[config.mk]
export PLATFORM = sky130hd
export DESIGN_NAME = crossbar_alloc
export DESIGN_NICKNAME = d
export VERILOG_FILES = /design/src/rtl/crossbar_pkg.sv /design/src/rtl/rr_arbiter.sv /design/src/rtl/crossbar_alloc.sv
export SDC_FILE = /design/constraint.sdc
export NUM_CORES = 1
export LEC_CHECK = 0
export CORE_MARGIN = 2
export CORE_UTILIZATION = 25
export DETAILED_ROUTE_END_ITERATION = 10
export DONT_BUFFER_PORTS = 1
export PLACE_DENSITY = 0.49
export SETUP_SLACK_MARGIN = 0.5
export SLEW_MARGIN = 20
export SYNTH_ARGS = -nofsm -noshare
export SYNTH_HDL_FRONTEND = slang
export SYNTH_SLANG_ARGS = --single-unit
[constraint.sdc]
create_clock -name clk -period 6.81 [get_ports clk]
set_clock_uncertainty 0.1 [all_clocks]
set_input_delay 1.0215 -clock clk [delete_from_list [all_inputs] [get_ports clk]]
set_output_delay 1.0215 -clock clk [all_outputs]
set_load 0.005 [all_outputs]
[src/rtl/crossbar_pkg.sv]
// crossbar_pkg
//   Shared types and helpers for the crossbar allocator.
//   - in_state_t : per-input state (IDLE / PEND).
//   - DROP_CNT_W : width of the dropped-flit counter.
//   - rr_pick()  : round-robin search returning winner index and a found bit.
//   Optional feature macro used by the top: CROSSBAR_ALLOC_STATS_EN.
package crossbar_pkg;

    typedef enum logic {
        IDLE = 1'b0,
        PEND = 1'b1
    } in_state_t;

    localparam int DROP_CNT_W = 16;

    // rr_pick works on a fixed-width request vector; PORTS must not exceed MAX_PORTS.
    localparam int MAX_PORTS = 32;
    localparam int MAX_IDX_W = 5;

    typedef struct packed {
        logic                 found;
        logic [MAX_IDX_W-1:0] idx;
    } rr_pick_t;

    // First set bit of mask at or after ptr, searching upward and wrapping at n.
    function automatic rr_pick_t rr_pick(input logic [MAX_PORTS-1:0] mask,
                                         input int unsigned          ptr,
                                         input int unsigned          n);
        rr_pick_t    r;
        int unsigned c;
        r = '0;
        for (int unsigned k = 0; k < MAX_PORTS; k++) begin
            c = ptr + k;
            if (c >= n) c = c - n;
            if (k < n && !r.found && mask[c[MAX_IDX_W-1:0]]) begin
                r.found = 1'b1;
                r.idx   = c[MAX_IDX_W-1:0];
            end
        end
        return r;
    endfunction

endpackage

[src/rtl/rr_arbiter.sv]
// rr_arbiter
//   Round-robin arbiter for one crossbar output. The pointer only moves when a
//   grant is actually taken, so a stalled output keeps presenting the same winner.
//   Ports:
//     clk, rst   : clock, synchronous active-high reset (pointer -> 0)
//     req_i      : request per input
//     advance_i  : output accepted the granted flit this cycle
//     grant_o    : one-hot grant
//     found_o    : some input is requesting
//     idx_o      : index of the granted input
module rr_arbiter
    import crossbar_pkg::*;
#(
    parameter int PORTS = 4,
    parameter int IDX_W = 2
) (
    input  logic             clk,
    input  logic             rst,
    input  logic [PORTS-1:0] req_i,
    input  logic             advance_i,
    output logic [PORTS-1:0] grant_o,
    output logic             found_o,
    output logic [IDX_W-1:0] idx_o
);

    logic [IDX_W-1:0] ptr_q, ptr_d;
    rr_pick_t         pick;
    logic             unused_idx_bits;

    assign unused_idx_bits = ^pick.idx;

    always_comb begin
        pick    = rr_pick(MAX_PORTS'(req_i), 32'(ptr_q), PORTS);
        found_o = pick.found;
        idx_o   = pick.idx[IDX_W-1:0];
        grant_o = '0;
        if (pick.found) grant_o[idx_o] = 1'b1;

        // Winner + 1 with wrap; PORTS need not be a power of two.
        ptr_d = ptr_q;
        if (advance_i && pick.found)
            ptr_d = (idx_o == IDX_W'(PORTS - 1)) ? '0 : idx_o + IDX_W'(1);
    end

    always_ff @(posedge clk) begin
        if (rst) ptr_q <= '0;
        else     ptr_q <= ptr_d;
    end

    a_onehot : assert property (@(posedge clk) disable iff (rst)
        found_o |-> $onehot(grant_o));

endmodule

[src/rtl/crossbar_alloc.sv]
// crossbar_alloc
//   Multicast PORTS x PORTS crossbar allocator. Each input offers one flit with
//   a destination mask; each output picks round-robin among requesting inputs.
//   A multicast that is only partly served parks its leftover bits in pend_q
//   until every requested output has taken the flit. Data passes straight
//   through (no register in the data path).
//   Optional feature: define CROSSBAR_ALLOC_STATS_EN to add drop_cnt, a
//   saturating count of zero-destination flits consumed.
//   Ports:
//     clk, rst    : clock, synchronous active-high reset
//     in_valid    : input i holds a flit
//     in_dest     : flat, bits [i*PORTS +: PORTS] = destination mask of input i
//     in_data     : flat, bits [i*WIDTH +: WIDTH] = flit of input i
//     in_ready    : input i fully delivered this cycle
//     out_valid   : output j carries a flit
//     out_data    : flat, bits [j*WIDTH +: WIDTH]; zero when out_valid[j]=0
//     out_ready   : output j accepts its flit
//     drop_cnt    : zero-mask flits discarded (stats build only)
module crossbar_alloc
    import crossbar_pkg::*;
#(
    parameter int PORTS = 4,
    parameter int WIDTH = 8
) (
    input  logic                   clk,
    input  logic                   rst,
    input  logic [PORTS-1:0]       in_valid,
    input  logic [PORTS*PORTS-1:0] in_dest,
    input  logic [PORTS*WIDTH-1:0] in_data,
    output logic [PORTS-1:0]       in_ready,
    output logic [PORTS-1:0]       out_valid,
    output logic [PORTS*WIDTH-1:0] out_data,
    input  logic [PORTS-1:0]       out_ready
`ifdef CROSSBAR_ALLOC_STATS_EN
    ,
    output logic [DROP_CNT_W-1:0]  drop_cnt
`endif
);

    localparam int IDX_W = (PORTS > 1) ? $clog2(PORTS) : 1;

    in_state_t        state_q [PORTS];
    in_state_t        state_d [PORTS];
    logic [PORTS-1:0] pend_q  [PORTS];
    logic [PORTS-1:0] pend_d  [PORTS];
    logic [PORTS-1:0] eff     [PORTS];  // [input] bit = output
    logic [PORTS-1:0] req     [PORTS];  // [output] bit = input
    logic [PORTS-1:0] gnt     [PORTS];  // [output] bit = input
    logic [PORTS-1:0] dlv     [PORTS];  // [input] bit = output
    logic [IDX_W-1:0] idx     [PORTS];
    logic [PORTS-1:0] found;

    // Effective mask and per-output request vectors (transpose of eff).
    always_comb begin
        for (int i = 0; i < PORTS; i++)
            eff[i] = (state_q[i] == PEND) ? pend_q[i] : in_dest[i*PORTS +: PORTS];
        for (int j = 0; j < PORTS; j++) begin
            req[j] = '0;
            for (int i = 0; i < PORTS; i++)
                req[j][i] = in_valid[i] & eff[i][j];
        end
    end

    for (genvar j = 0; j < PORTS; j++) begin : g_out
        rr_arbiter #(.PORTS(PORTS), .IDX_W(IDX_W)) u_arb (
            .clk       (clk),
            .rst       (rst),
            .req_i     (req[j]),
            .advance_i (out_ready[j]),
            .grant_o   (gnt[j]),
            .found_o   (found[j]),
            .idx_o     (idx[j])
        );
    end

    // Outputs and delivery matrix. Outputs are forced quiet while rst is high
    // since they are combinational from the inputs.
    always_comb begin
        out_data = '0;
        for (int j = 0; j < PORTS; j++) begin
            out_valid[j] = found[j] & ~rst;
            if (found[j] && !rst)
                out_data[j*WIDTH +: WIDTH] = in_data[int'(idx[j])*WIDTH +: WIDTH];
        end
        for (int i = 0; i < PORTS; i++) begin
            dlv[i] = '0;
            for (int j = 0; j < PORTS; j++)
                dlv[i][j] = gnt[j][i] & out_ready[j];
            // Zero effective mask falls out here as an immediate consume (drop).
            in_ready[i] = in_valid[i] & ~rst & ((eff[i] & ~dlv[i]) == '0);
        end
    end

    // Per-input next state.
    always_comb begin
        for (int i = 0; i < PORTS; i++) begin
            state_d[i] = state_q[i];
            pend_d[i]  = pend_q[i];
            case (state_q[i])
                IDLE: if (in_valid[i] && (dlv[i] != '0) && !in_ready[i]) begin
                    state_d[i] = PEND;
                    pend_d[i]  = eff[i] & ~dlv[i];
                end
                PEND: if (in_ready[i]) begin
                    state_d[i] = IDLE;
                    pend_d[i]  = '0;
                end else begin
                    pend_d[i]  = pend_q[i] & ~dlv[i];
                end
                default: ;
            endcase
        end
    end

    always_ff @(posedge clk) begin
        for (int i = 0; i < PORTS; i++) begin
            if (rst) begin
                state_q[i] <= IDLE;
                pend_q[i]  <= '0;
            end else begin
                state_q[i] <= state_d[i];
                pend_q[i]  <= pend_d[i];
            end
        end
    end

`ifdef CROSSBAR_ALLOC_STATS_EN
    localparam int CW = DROP_CNT_W + 1;
    logic [DROP_CNT_W-1:0] drop_q, drop_d;
    logic [CW-1:0]         drop_sum;

    // One extra bit catches the carry; on carry the counter pins at all-ones.
    always_comb begin
        drop_sum = {1'b0, drop_q};
        for (int i = 0; i < PORTS; i++)
            if (in_ready[i] && state_q[i] == IDLE && eff[i] == '0)
                drop_sum = drop_sum + CW'(1);
        drop_d = drop_sum[DROP_CNT_W] ? '1 : drop_sum[DROP_CNT_W-1:0];
    end

    always_ff @(posedge clk) begin
        if (rst) drop_q <= '0;
        else     drop_q <= drop_d;
    end

    assign drop_cnt = drop_q;
`endif

    for (genvar i = 0; i < PORTS; i++) begin : g_chk
        a_pend_valid : assert property (@(posedge clk) disable iff (rst)
            (state_q[i] == PEND) |-> in_valid[i]);
    end

endmodule

==> flow_metrics.env, run 1 <==
export IMPL_edff_count_synth=0
export IMPL_num_io_pins=98
export IMPL_post_dp_cell_area_sq_um=4360
export IMPL_power_density_nw_per_um2=453
export IMPL_clock_latency_ps=270
export IMPL_total_nets_final=581
export IMPL_post_route_core_utilization_pct=26.8
export IMPL_period_share_pct=78.3
export IMPL_floorplan_initialDensity_pct=25.6
export IMPL_finalInstanceArea_sq_um=4450
export IMPL_floorplan_die_height_um=134
export IMPL_chipWidth_um=134
export IMPL_synth_warning_count=0
export IMPL_grt_setup_unrepaired="false"
export IMPL_grt_pass1_vias=4304
export IMPL_grt_first_pass_wirelength_um=23700
export IMPL_postLayoutSetupSlackWorst_ps=1480
export IMPL_routed_via_count=4288
export IMPL_place_detailed_instances=726
export IMPL_grt_start_max_net_pins=37
export IMPL_worstPathMaxFanout=15
export IMPL_ys_top_cells_by_area="dfxtp_1, mux4_2, mux2i_1"
export IMPL_crit_type="flop to output port"
export IMPL_diodes=0
export IMPL_status="completed"
export IMPL_yosys_cell_types_count=74
export IMPL_worst_ir_drop_vdd_mv=0.163
export IMPL_static_leakage_power_nw=1.69
export IMPL_achievable_frequency_mhz=187
export IMPL_async_reset_ff_share_pct=0
export IMPL_worstSetupEndpointType="output port"
export IMPL_drive_above_1_share_pct=12.4
export IMPL_global_route_usage_met3_pct=4.31
export IMPL_synthCells=538
export IMPL_grtUsageMet2_pct=26.4
export IMPL_netlist_area_leader_share_pct=13.2
export IMPL_initial_antenna_violation_count=0
export IMPL_ctsLongestPathBuffers=2
export IMPL_ys_seq_area_share_pct=13.2
export IMPL_ys_ff_latch=28
export IMPL_routabilityCongestion=0.899
export IMPL_layout_commonest_cell="nand2_1"
export IMPL_netlist_top_cell_by_area="dfxtp_1"
export IMPL_final_setup_tns_ps=0
export IMPL_cts_repair_timing_setup_buffer_count=0
export IMPL_die_area_sq_um=18000
export IMPL_global_route_usage_total_pct=16.5
export IMPL_m1_gr_usage_pct=22.3
export IMPL_critPathRequiredTime_ps=5690
export IMPL_setup_violations_final=0
export IMPL_drtIter0Drc=305
export IMPL_clock_sink_count=28
export IMPL_drc_errors=0
export IMPL_ctsRootBufferMaster="clkbuf_16"
export IMPL_startpoint_class="flop"
export IMPL_numPortBuffers=0
export IMPL_hold_viol=0
export IMPL_post_cts_resized_instances=0
export IMPL_syn_area_sq_um=4240
export IMPL_place_hpwl_um=11700
export IMPL_dpl_worst_slack_ps=1750
export IMPL_layout_area_overhead_vs_synth_pct=5.05
export IMPL_synthFlopType="dfxtp_1"
export IMPL_fin_hold_ws_ps=361
export IMPL_cts_clock_pin_slew_for_the_worst_setup_and_hold_paths_ps=70
export IMPL_viasPerCell=5.87
export IMPL_firstDrtPassIters=5
export IMPL_final_cell_count_no_fill=730
export IMPL_fin_crit_ps=5330
export IMPL_cts_hold_buffers=0
export IMPL_h_tree_depth=1
export IMPL_crit_arrival_ps=4210
export IMPL_max_slew_margin_pct=34.5
export IMPL_cts_inserted_buffers=3
export IMPL_total_nets_after_synthesis=608
export IMPL_holdCritPathClass="flop to flop"
export IMPL_drtAntennaViolNets=0
export IMPL_most_common_layout_cells="nand2_1, mux2i_1, nor2_1"
export IMPL_cts_tree="done"
export IMPL_grt_overflow_total=0
export IMPL_row_count=47
export IMPL_fin_total_pwr_mw=2.02
export IMPL_worst_slew_pin_slew_ps=981
export IMPL_cap_viol_max_count=0
export IMPL_fp_coreArea_sq_um=16600
export IMPL_average_cell_area_after_synthesis_sq_um=7.88
export IMPL_final_wirelength_um=15200
export IMPL_final_max_slew_violation_count=0
export IMPL_drt_wirelength_per_cell_um=20.8
export IMPL_global_route_peak_usage_layer="met2"
==> layout make-up <==
cell class | instances | area (sq um)
Fill cell | 1817 | 12100
Multi-Input combinational cell | 443 | 3380
Sequential cell | 28 | 561
Tap cell | 220 | 275
Inverter | 31 | 116
Clock buffer | 4 | 88.8
Timing Repair Buffer | 4 | 30.0
==> path summary, 6_finish.rpt <==
kind / start / endpoint / slack, ps / cells past startpoint
setup / recovery: g_out[3].u_arb.ptr_q[0] / in_ready[3] / 1480 / 14
hold / removal: pend_q[2][0] / pend_q[2][0] / 360 / 2
setup reg to reg: g_out[3].u_arb.ptr_q[0] / pend_q[0][1] / 2440 / 13
hold reg to reg: pend_q[2][0] / pend_q[2][0] / 360 / 2
==> synth_stat cells (5+ instances only) <==
cell and count:
nand2_1 83, mux2i_1 42, nor2_1 37, dfxtp_1 28, inv_1 28, and2_1 22
clkbuf_1 22, a21oi_1 21, mux4_2 20, o32ai_1 19, and3_1 18, ha_1 12
nor2b_1 10, nor3_1 10, mux2_2 9, o21ai_0 9, nand2b_1 8, nand3_1 8
o21ai_1 7, a221oi_1 6, a22o_1 6, a2bb2oi_1 5, buf_2 5, buf_6 5
mux2i_2 5, o21a_1 5, o22ai_1 5, o31ai_1 5
==> where the power goes <==
part           switching, mW  internal, mW
Sequential            0.0905         0.222
Clock                 0.0628        0.0904
Combinational          0.900         0.650
Total                   1.05         0.962
==> worst max-delay path, stage by stage (launching register included) <==
cell and delay [ps]:
dfxtp_1 620, inv_1 220, ha_1 520, and2_1 250, a221oi_1 380, a21o_1 130, o31a_1 150, a21oi_1 50
buf_4 190, inv_1 370, ha_1 220, and2_1 160, a21bo_2 160, nand3_1 90, nor4_1 410
==> sequential cells by signal, indices dropped and copies added, names as in the netlist <==
signal	cells
state_q	4
g_out.u_arb.ptr_q	8
pend_q	16
==> cells by family (layout without fill, tap and decap cells) <==
kind of cell,Yosys count,count (layout),synth area share [%]
AND/OR/NAND/NOR,213,213,24.6
AO/OA/AOI/OAI,138,138,25.5
multiplexers,80,80,26.0
buffers and inverters,67,39,7.14
flip-flops,28,28,13.2
adder cells (fa/ha/maj),12,12,3.54
==> routing by layer <==
layer	vias to the layer above	share of wire (%)
met5	-	0
met4	0	1.8
met3	21	8.5
met2	204	45
met1	2086	45
li1	1977	-
No activity file was read; power rests on OpenSTA's default activity.
==> run 2, diff against run 1 <==
--- a/config.mk
+++ b/config.mk
@@ -9,7 +9,7 @@
 export CORE_UTILIZATION = 25
 export DETAILED_ROUTE_END_ITERATION = 10
 export DONT_BUFFER_PORTS = 1
-export PLACE_DENSITY = 0.49
+export PLACE_DENSITY = 0.51
 export SETUP_SLACK_MARGIN = 0.5
 export SLEW_MARGIN = 20
 export SYNTH_ARGS = -nofsm -noshare
==> constraint.sdc (replaced) <==
create_clock -name clk -period 4.7 [get_ports clk]
set_clock_uncertainty 0.1 [all_clocks]
set_input_delay 0.705 -clock clk [delete_from_list [all_inputs] [get_ports clk]]
set_output_delay 0.705 -clock clk [all_outputs]
set_load 0.005 [all_outputs]
==> flow_metrics.env, run 2 (synthesized netlist as in run 1, its figures left out) <==
export IMPL_chipWidth_um=134
export IMPL_cts_tree="done"
export IMPL_most_common_layout_cells="nand2_1, mux2i_1, nor2_1"
export IMPL_worst_slew_pin_slew_ps=911
export IMPL_cts_clock_pin_slew_for_the_worst_setup_and_hold_paths_ps=70
export IMPL_internal_power_mw=1.50
export IMPL_ctsLongestPathBuffers=2
export IMPL_critPathRequiredTime_ps=3890
export IMPL_grt_overflow_total=0
export IMPL_ff2ff_path_depth=12
export IMPL_largest_register="pend_q"
export IMPL_ctsRootBufferMaster="clkbuf_16"
export IMPL_floorplan_initialDensity_pct=25.6
export IMPL_worst_ir_drop_vdd_mv=0.256
export IMPL_dpl_worst_slack_ps=602
export IMPL_layout_area_overhead_vs_synth_pct=10.7
export IMPL_setup_violations_final=0
export IMPL_layout_top_registers="pend_q (16), g_out.u_arb.ptr_q (8), state_q (4)"
export IMPL_viasPerCell=5.84
export IMPL_h_tree_depth=1
export IMPL_numPortBuffers=0
export IMPL_drt_wirelength_per_cell_um=20.5
export IMPL_crit_type="flop to output port"
export IMPL_firstDrtPassIters=4
export IMPL_power_density_nw_per_um2=652
export IMPL_post_route_core_utilization_pct=28.3
export IMPL_worstPathMaxFanout=11
export IMPL_final_wirelength_um=15300
export IMPL_grt_start_max_net_pins=37
export IMPL_routabilityCongestion=0.892
export IMPL_period_share_pct=85.6
export IMPL_total_nets_final=595
export IMPL_achievable_frequency_mhz=249
export IMPL_crit_arrival_ps=3220
export IMPL_row_count=47
export IMPL_cap_viol_max_count=0
export IMPL_drtAntennaViolNets=0
export IMPL_fp_coreArea_sq_um=16600
export IMPL_grt_setup_unrepaired="true"
export IMPL_static_leakage_power_nw=1.78
export IMPL_cts_inserted_buffers=3
export IMPL_combinational_fraction_of_design_power_pct=78.8
export IMPL_drtIter0Drc=340
export IMPL_startpoint_class="flop"
export IMPL_num_io_pins=98
export IMPL_routed_via_count=4347
export IMPL_status="completed"
export IMPL_die_area_sq_um=18000
export IMPL_final_max_slew_violation_count=0
export IMPL_initial_antenna_violation_count=1
export IMPL_power_share_clock_pct=7.2
export IMPL_switching_share_pct=50.8
export IMPL_holdCritPathClass="flop to flop"
export IMPL_power_switching_mw=1.55
export IMPL_final_setup_tns_ps=0
export IMPL_largest_reg_flops=16
export IMPL_clock_latency_ps=270
export IMPL_postLayoutSetupSlackWorst_ps=676
export IMPL_layout_commonest_cell="nand2_1"
export IMPL_grt_pass1_vias=4237
export IMPL_hold_path_depth=2
export IMPL_hold_viol=0
export IMPL_fin_crit_ps=4020
export IMPL_place_hpwl_um=11900
export IMPL_drive_above_1_share_pct=19.5
export IMPL_global_route_usage_total_pct=16.5
export IMPL_floorplan_die_height_um=134
export IMPL_pwr_share_seq_pct=14.0
export IMPL_drc_errors=0
export IMPL_clock_sink_count=28
export IMPL_diodes=0
export IMPL_max_slew_margin_pct=39.3
export IMPL_fin_hold_ws_ps=374
export IMPL_grt_first_pass_wirelength_um=23700
export IMPL_worstSetupEndpointType="output port"
export IMPL_cts_hold_buffers=0
run 2: cell count changes in the layout (fill, tap and decap cells not counted), moves of 3 or more:
cell and change:
buf_4 +12, o21ai_2 +3, mux2i_1 -4, dfxtp_2 +6
ha_2 +3, ha_1 -3, dfxtp_1 -7
run 2: path summary, 6_finish.rpt:
| path | start | endpoint | slack [ps] |
|---|---|---|---|
| worst max-delay path | state_q[3] | in_ready[0] | 680 |
| worst max register to register | g_out[3].u_arb.ptr_q[1] | pend_q[1][3] | 1140 |
| worst min-delay path | pend_q[1][2] | pend_q[1][2] | 370 |
| worst min register to register | pend_q[1][2] | pend_q[1][2] | 370 |
run 2: area by class of cell:
type / count / area, sq um
sequential: 28 / 572
multi-input combinational: 443 / 3480
fill: 1803 / 11900
tap: 220 / 275
clock buffer: 4 / 88.8
timing repair buffer: 18 / 151
inverter: 31 / 119
run 2: repair_timing:
item,in CTS,in global routing
endpoints found under the setup margin,12,22
pin swaps,1,2
setup buffers,1,0
gates cloned,0,0
gates resized for setup,6,28
run 2: metrics by stage:
stage               power, mW  cell area (sq um)  std cells
detailed placement       2.73               4460        739
floorplan                2.22               4240        538
finish                   3.06               4690        744
CTS                      2.99               4590        744
global placement         2.69               4460        739
global route             3.31               4690        744
run 2: routing by layer:
layer	vias up	share of wire [%]	global-route usage (%)
met1	2111	44	22.2
met2	215	47	27.6
li1	1999	-	-
met4	0	1.7	3.74
met3	22	7.4	2.72
met5	-	0	0
run 2: critical path, cell delays in order, from the launching register on:
cell	delay, ps
dfxtp_2	470
mux2i_2	410
nor2_1	80
mux4_2	500
a21bo_1	210
a22oi_2	340
inv_4	170
o31ai_1	370
nand4_1	230
nor2_2	170
run 2: power by group through the flow:
stage | clock network (mW) | registers (mW) | logic (mW)
after CTS | 0.227 | 0.419 | 2.35
after detailed placement | 0 | 0.421 | 2.30
after global routing | 0.236 | 0.441 | 2.64
final | 0.219 | 0.429 | 2.41
after global placement | 0 | 0.418 | 2.28
after floorplan | 0 | 0.374 | 1.84
==> run 3, diff against run 2 <==
--- a/config.mk
+++ b/config.mk
@@ -5,7 +5,6 @@
 export SDC_FILE = /design/constraint.sdc
 export NUM_CORES = 1
 export LEC_CHECK = 0
-export CORE_MARGIN = 2
 export CORE_UTILIZATION = 25
 export DETAILED_ROUTE_END_ITERATION = 10
 export DONT_BUFFER_PORTS = 1
==> flow_metrics.env, run 3 (synthesized netlist as in run 1, its figures left out) <==
export IMPL_status="completed"
export IMPL_drive_above_1_share_pct=20.7
export IMPL_setup_violations_final=0
export IMPL_static_leakage_power_nw=1.80
export IMPL_crit_arrival_ps=3260
export IMPL_startpoint_class="flop"
export IMPL_place_hpwl_um=11700
export IMPL_largest_reg_flops=16
export IMPL_chipWidth_um=132
export IMPL_global_route_usage_total_pct=16.9
export IMPL_critPathRequiredTime_ps=3890
export IMPL_max_slew_margin_pct=40.0
export IMPL_grt_start_max_net_pins=37
export IMPL_fillers=1787
export IMPL_cap_viol_max_count=0
export IMPL_drtIter0Drc=326
export IMPL_floorplan_initialDensity_pct=25.6
export IMPL_cts_tree="done"
export IMPL_worst_ir_drop_vdd_mv=0.241
export IMPL_cts_clock_pin_slew_for_the_worst_setup_and_hold_paths_ps=80
export IMPL_achievable_frequency_mhz=246
export IMPL_numPortBuffers=0
export IMPL_fin_crit_ps=4060
export IMPL_die_area_sq_um=17500
export IMPL_fp_coreArea_sq_um=16600
export IMPL_firstDrtPassIters=5
export IMPL_routed_via_count=4367
export IMPL_layout_commonest_cell="nand2_1"
export IMPL_period_share_pct=86.4
export IMPL_worstPathMaxFanout=11
export IMPL_final_setup_tns_ps=0
export IMPL_row_count=47
export IMPL_holdCritPathClass="flop to flop"
export IMPL_grt_pass1_vias=4134
export IMPL_drt_wirelength_per_cell_um=20.6
export IMPL_drc_errors=0
export IMPL_cts_inserted_buffers=3
export IMPL_h_tree_depth=1
export IMPL_most_common_layout_cells="nand2_1, mux2i_1, nor2_1"
export IMPL_num_io_pins=98
export IMPL_crit_type="flop to output port"
export IMPL_diodes=0
export IMPL_worstSetupEndpointType="output port"
export IMPL_ctsRootBufferMaster="clkbuf_16"
export IMPL_grt_overflow_total=0
export IMPL_viasPerCell=5.85
export IMPL_fin_total_pwr_mw=3.21
export IMPL_largest_register="pend_q"
export IMPL_layout_top_registers="pend_q (16), g_out.u_arb.ptr_q (8), state_q (4)"
export IMPL_drtAntennaViolNets=0
export IMPL_worst_slew_pin_slew_ps=901
export IMPL_ctsLongestPathBuffers=2
export IMPL_power_density_nw_per_um2=671
export IMPL_grt_first_pass_wirelength_um=23200
export IMPL_final_max_slew_violation_count=0
export IMPL_initial_antenna_violation_count=0
export IMPL_total_nets_final=598
export IMPL_floorplan_die_height_um=132
export IMPL_clock_sink_count=28
export IMPL_routabilityCongestion=0.828
export IMPL_hold_viol=0
export IMPL_layout_area_overhead_vs_synth_pct=12.7
export IMPL_final_wirelength_um=15400
export IMPL_grt_setup_unrepaired="true"
export IMPL_cts_hold_buffers=0
export IMPL_clock_latency_ps=280
-- run 3: repair_timing --
item,4_1_cts,5_1_grt
hold endpoints to repair,0,0
setup buffers,1,7
resized for setup,9,34
pin swaps,2,2
setup endpoints to repair,28,36
-- run 3: stage by stage --
step           instances  instance area (sq um)  util [%]  hold WS [ps]  setup slack [ps]
2_1_floorplan        538                   4240         -           332               559
3_3_place_gp         735                   4430      26.7           349               557
3_5_place_dp         735                   4430      26.7           356               533
4_1_cts              740                   4580      27.6           368               386
5_1_grt              747                   4780      28.8           378               469
6_report             747                   4780      28.8           368               638
-- run 3: per-layer routing --
layer	share of wire (%)	vias up	wire length (um)	track usage, %
met5	0	-	0	0
met4	2.7	0	418	5.68
met3	9.1	27	1410	3.81
met2	45	254	6900	27.0
met1	43	2073	6670	22.4
li1	-	2013	-	-
-- run 3: report_power, final --
group | total, mW | internal [mW] | switching, mW | leakage [nW]
sequential | 0.450 | 0.328 | 0.122 | 0.233
clock | 0.269 | 0.170 | 0.0987 | 0.0511
combinational | 2.49 | 1.11 | 1.38 | 1.52
-- run 3: worst max-delay path, stage by stage (launching register included) --
cell	delay [ps]
dfxtp_1	390
clkinv_1	70
buf_4	180
ha_2	450
nand2_1	90
o32ai_2	180
mux2i_2	180
a21bo_1	210
a22oi_2	320
inv_6	140
ha_1	220
nand2_1	100
nand2b_1	120
nand3_1	120
nor4_1	60
buf_4	160
-- run 3: worst paths after layout --
path / from / endpoint / slack (ps) / depth (start not counted)
worst max-delay path: g_out[1].u_arb.ptr_q[1] / in_ready[3] / 640 / 15
worst min register to register: pend_q[2][3] / pend_q[2][3] / 370 / 2
worst min-delay path: pend_q[2][3] / pend_q[2][3] / 370 / 2
worst max register to register: g_out[3].u_arb.ptr_q[0] / pend_q[1][3] / 1060 / 12
-- run 3: layout make-up --
type,count,area (sq um),share of cell area [%]
inverters,31,121,2.54
repair buffers,21,174,3.64
well taps,220,275,5.76
flip-flops and latches,28,576,12.0
clock inverters,1,30.0,0.629
clock buffers,3,75.1,1.57
multi-input cells,443,3530,73.8
